### config.mk
export PLATFORM = sky130hd
export DESIGN_NAME = pipe_skid_reg
export DESIGN_NICKNAME = d
export VERILOG_FILES = /design/src/rtl/pipe_skid_reg.sv
export SDC_FILE = /design/constraint.sdc
export NUM_CORES = 1
export LEC_CHECK = 0
export ABC_AREA = 1
export BUFFER_PORTS_ARGS = -buffer_cell sky130_fd_sc_hd__clkbuf_2
export CORE_MARGIN = 4
export CORE_UTILIZATION = 35
export CTS_CLUSTER_DIAMETER = 30
export DETAILED_ROUTE_END_ITERATION = 10
export PLACE_DENSITY_LB_ADDON = 0.25
export SLEW_MARGIN = 25
export SYNTH_ARGS = -nofsm -noshare
export SYNTH_HDL_FRONTEND = slang
export SYNTH_SLANG_ARGS = --single-unit
### constraint.sdc
create_clock -name clock -period 3.53 [get_ports clock]
set_input_delay 0.8825 -clock clock [delete_from_list [all_inputs] [get_ports clock]]
set_output_delay 0.8825 -clock clock [all_outputs]
set_load 0.02 [all_outputs]
### src/rtl/pipe_skid_reg.sv
// ============================================================================
// Module      : pipe_skid_reg
// Description : Pipeline register with a valid/ready handshake and a
//               two-entry skid buffer (main + skid). Absorbs a downstream
//               stall without any combinational ready path back upstream.
//               Supports synchronous flush and optional stall statistics.
// Ports       : clock       - rising-edge clock
//               reset_n     - asynchronous active-low reset
//               flush       - synchronous flush, discards all held data
//               in_valid    - upstream presents in_data
//               in_ready    - block accepts in_data this cycle (registered)
//               in_data     - upstream payload, WIDTH bits
//               out_valid   - out_data holds a valid entry (registered)
//               out_ready   - downstream accepts out_data this cycle
//               out_data    - head entry (registered)
//               stats_clear - clears stall_count (PIPE_SKID_REG_STATS_EN only)
//               stall_count - saturating stall counter (PIPE_SKID_REG_STATS_EN only)
// Options     : define PIPE_SKID_REG_STATS_EN to add the stall counter.
// Revision    : 1.0 - initial release
// ============================================================================
`default_nettype none

module pipe_skid_reg #(
  parameter int               WIDTH       = 32,
  parameter logic [WIDTH-1:0] RESET_VALUE = '0
) (
  input  logic             clock,
  input  logic             reset_n,
  input  logic             flush,
  input  logic             in_valid,
  output logic             in_ready,
  input  logic [WIDTH-1:0] in_data,
  output logic             out_valid,
  input  logic             out_ready,
  output logic [WIDTH-1:0] out_data
`ifdef PIPE_SKID_REG_STATS_EN
  ,
  input  logic             stats_clear,
  output logic [15:0]      stall_count
`endif
);

  typedef enum logic [1:0] {
    EMPTY = 2'd0,
    HALF  = 2'd1,
    FULL  = 2'd2
  } state_t;

  state_t           r_state;
  logic [WIDTH-1:0] r_main;
  logic [WIDTH-1:0] r_skid;
  logic             r_out_valid;
  logic             r_in_ready;

  logic w_in_fire;
  logic w_out_fire;

  assign w_in_fire  = in_valid  & r_in_ready;
  assign w_out_fire = r_out_valid & out_ready;

  assign in_ready  = r_in_ready;
  assign out_valid = r_out_valid;
  assign out_data  = r_main;

  // Handshake flags are kept as their own registers, updated together with
  // the state, so neither output depends combinationally on any input.
  always_ff @(posedge clock or negedge reset_n) begin
    if (!reset_n) begin
      r_state     <= EMPTY;
      r_main      <= RESET_VALUE;
      r_skid      <= RESET_VALUE;
      r_out_valid <= 1'b0;
      r_in_ready  <= 1'b1;
    end else if (flush) begin
      // Data registers are left untouched; only the occupancy is dropped.
      r_state     <= EMPTY;
      r_out_valid <= 1'b0;
      r_in_ready  <= 1'b1;
    end else begin
      case (r_state)
        EMPTY: begin
          if (w_in_fire) begin
            r_main      <= in_data;
            r_state     <= HALF;
            r_out_valid <= 1'b1;
            r_in_ready  <= 1'b1;
          end
        end
        HALF: begin
          if (w_in_fire && w_out_fire) begin
            r_main <= in_data;
          end else if (w_in_fire) begin
            // Downstream stalled: park the new word in the skid entry.
            r_skid      <= in_data;
            r_state     <= FULL;
            r_in_ready  <= 1'b0;
          end else if (w_out_fire) begin
            r_state     <= EMPTY;
            r_out_valid <= 1'b0;
            r_in_ready  <= 1'b1;
          end
        end
        FULL: begin
          // in_ready is low here, so only a drain can happen.
          if (w_out_fire) begin
            r_main      <= r_skid;
            r_state     <= HALF;
            r_in_ready  <= 1'b1;
          end
        end
        default: begin
          r_state     <= EMPTY;
          r_out_valid <= 1'b0;
          r_in_ready  <= 1'b1;
        end
      endcase
    end
  end

`ifdef PIPE_SKID_REG_STATS_EN
  logic [15:0] r_stall_count;

  assign stall_count = r_stall_count;

  // Clear wins over increment; flush has no effect on the counter.
  always_ff @(posedge clock or negedge reset_n) begin
    if (!reset_n) begin
      r_stall_count <= 16'h0000;
    end else if (stats_clear) begin
      r_stall_count <= 16'h0000;
    end else if (r_out_valid && !out_ready && (r_stall_count != 16'hFFFF)) begin
      r_stall_count <= r_stall_count + 16'h0001;
    end
  end
`endif

endmodule

`default_nettype wire

==> results.json <==
{
  "placed_cell_area_mm2": 0.00360,
  "placementRows": 34,
  "mostFrequentLayoutCell": "sky130_fd_sc_hd__nand2_1",
  "totalNegativeSetupSlack_ps": 0,
  "detail_route.wl_per_cell_um": 12.6,
  "drc_errors": 0,
  "route.antenna.remaining_nets": 0,
  "commonest_cells_after_routing_fill_and_taps_aside": "148 x sky130_fd_sc_hd__nand2_1, 69 x sky130_fd_sc_hd__clkbuf_2, 67 x sky130_fd_sc_hd__dfrtp_1, 62 x sky130_fd_sc_hd__o21ai_1, 39 x sky130_fd_sc_hd__inv_1",
  "number_of_distinct_library_cell_variants_in_the_gate_level_netlist_after_synthesis": 20,
  "initial_antenna_violation_count": 0,
  "final_core_utilization": 0.428,
  "cp.arrival_ps": 2360,
  "setup.worst_path.end_class": "register",
  "post_drt_via_cell_ratio": 4.63,
  "slowest_stage": "sky130_fd_sc_hd__nor2_4",
  "wirelength_um": 7240,
  "post_cts.resized_instances": 0,
  "tritoncts": "built",
  "timing.critical_path.from_type": "primary input",
  "synth_cells": 401,
  "post_syn_area_per_cell_um2": 8.05,
  "slew_headroom": 0.427,
  "syn-cell-area_mm2": 0.00323,
  "area_delta_synth_final_pct": 17.5,
  "achievable_frequency_ghz": 0.478,
  "firstDrtPassIters": 4,
  "via_count": 2667,
  "net_count_after_synthesis": 442,
  "layout_min_cycle_time_ps": 2090,
  "drt_iter0_markers": 148,
  "grt_pass1_wl_um": 12700,
  "hold_ws_ps": 479,
  "hp-class": "reg2reg",
  "cp.required_ps": 3800,
  "post-route-period-util": 0.593,
  "final_layout_size_suffix_gt1_frac": 0.207,
  "floorplan.die_area_mm2": 0.0108,
  "post_cts_buffers": 0,
  "cts_buffer_depth": 2,
  "rsz0062_at_grt": "no",
  "total_congestion_overflow_after_global_routing": 0,
  "cts-buffers-inserted": 9,
  "maxCapViolCount": 0,
  "clock-skew-final_ps": 12.3,
  "critical_path.max_fanout": 33,
  "layout.cell_area.non_filler_mm2": 0.00379,
  "worst-path-buf-inv": 2,
  "clock_insertion_delay_worst_skew_ps": 330,
  "gpl.final_weighted_congestion": 0.805,
  "h_tree_levels": 3,
  "worst_slack_ps": 1440,
  "yosysTopAreaCell": "sky130_fd_sc_hd__dfrtp_1",
  "core-area_mm2": 0.00885,
  "clock_sink_count": 68,
  "critical-path-top-delay-family": "simple AND/OR/NAND/NOR gates",
  "crit_chain": "clkbuf_2 > nor2_1 > nand2_2 > buf_4 > nor2_4 > nand2_1 > nand2_1",
  "synthesis_stage_register_bit_count": 68,
  "synth.top_cells.by_area": "sky130_fd_sc_hd__dfrtp_1 52%, sky130_fd_sc_hd__nand2_1 17%, sky130_fd_sc_hd__o21ai_1 9.6%, sky130_fd_sc_hd__o21ai_0 5.6%, sky130_fd_sc_hd__inv_1 4.5%",
  "die_w_um": 104,
  "nNetsFinal": 504,
  "power_leakage_nw": 2.01,
  "ios": 71,
  "synth.yosys.seq_area_share": 0.528,
  "initial_core_util": 0.365,
  "clkSlewWorstSetupHoldPaths_ps": 70,
  "cts-root-buf": "sky130_fd_sc_hd__clkbuf_8",
  "pin_count_of_the_biggest_net_entering_global_routing": 69,
  "tightest_slew_ps": 860,
  "worst-r2r-setup-slack_ps": 1490,
  "netlist.area_leader.share": 0.520,
  "final-hold-violation-count": 0,
  "post_place_worst_slack_ps": 1060,
  "portBuffers": 70,
  "cts_hold_buf": 0,
  "setup_viol_count_final": 0,
  "worst_path_largest_cell_delay_ps": 660,
  "dp_hpwl_um": 4580,
  "yosys_warnings": 0,
  "finalMaxSlewViolations": 0,
  "critPathKind": "in2reg",
  "diodes_inserted": 0,
  "max-vdd-ir-drop_mv": 0.429,
  "die_height_um": 104,
  "first_global_vias": 2669,
  "status": "complete, no violations",
  "global_route.usage.total": 0.143,
  "power_density_mw_per_mm2": 880,
  "cell_occurring_most_often_along_the_worst_timing_path": "sky130_fd_sc_hd__nand2_1"
}
synthesized netlist by cell type (all sizes together):
cell / count
and2: 1
buf: 16
clkbuf: 6
dfrtp: 67
dfstp: 1
ha: 4
inv: 40
nand2: 151
nand3: 9
nand4: 1
nor2: 6
o21ai: 99
sequential cells by signal, summed over array words and instances, names as in the netlist:
| name | count |
|---|---|
| r_state | 2 |
| in_ready | 1 |
| out_valid | 1 |
| out_data | 32 |
| r_skid | 32 |
cell type report:
cell class / count / area (µm²)
multi-input combinational: 271 / 1230
tap: 108 / 135
sequential: 68 / 1700
timing repair buffer: 73 / 375
clock buffer: 12 / 145
clock inverter: 4 / 48.8
fill: 901 / 5060
inverter: 40 / 150
metal layers:
metal	routed length, µm	track usage	up-vias
met4	29	0.0332	0
met3	451	0.0503	2
li1	-	-	1386
met2	3240	0.219	89
met1	3520	0.194	1190
met5	0	0	-
worst register-to-register path, delay by kind of cell, from the launching register on:
kind,cells,cell delay (ps)
flops,1,410
buf+inv,2,330
fa+ha+maj,1,220
simple gates,5,1030
power breakdown:
part           total, mW  internal (mW)  switching, mW
Combinational       1.34          0.432          0.903
Clock              0.628          0.345          0.283
Sequential          1.37           1.17          0.205
final timing paths:
path	startpoint	end	cells after the start
worst min register to register	out_data[10]	out_data[10]	2
worst min-delay path	out_data[10]	out_data[10]	2
worst max-delay path	flush	out_data[6]	7
worst max register to register	r_state[0]	out_data[6]	8
min in group asynchronous	reset_n	out_data[30]	1
max in group asynchronous	reset_n	out_data[11]	1
stage by stage:
| step | power (mW) | cells |
|---|---|---|
| 6_report | 3.34 | 576 |
| 5_1_grt | 3.64 | 576 |
| 4_1_cts | 3.39 | 576 |
| 3_5_place_dp | 2.74 | 560 |
| 3_3_place_gp | 2.71 | 560 |
| 2_1_floorplan | 2.34 | 401 |
cell families (layout without fill, tap and decap cells):
family,after synthesis,count (layout),share of synthesized area
and+or+nand+nor,168,168,0.211
AOI/OAI and AO/OA,99,99,0.155
adders and majority gates,4,4,0.0155
buffers and inverters,62,129,0.0907
DFF,68,68,0.528
Note: power is estimated with default switching activity, not from simulation.
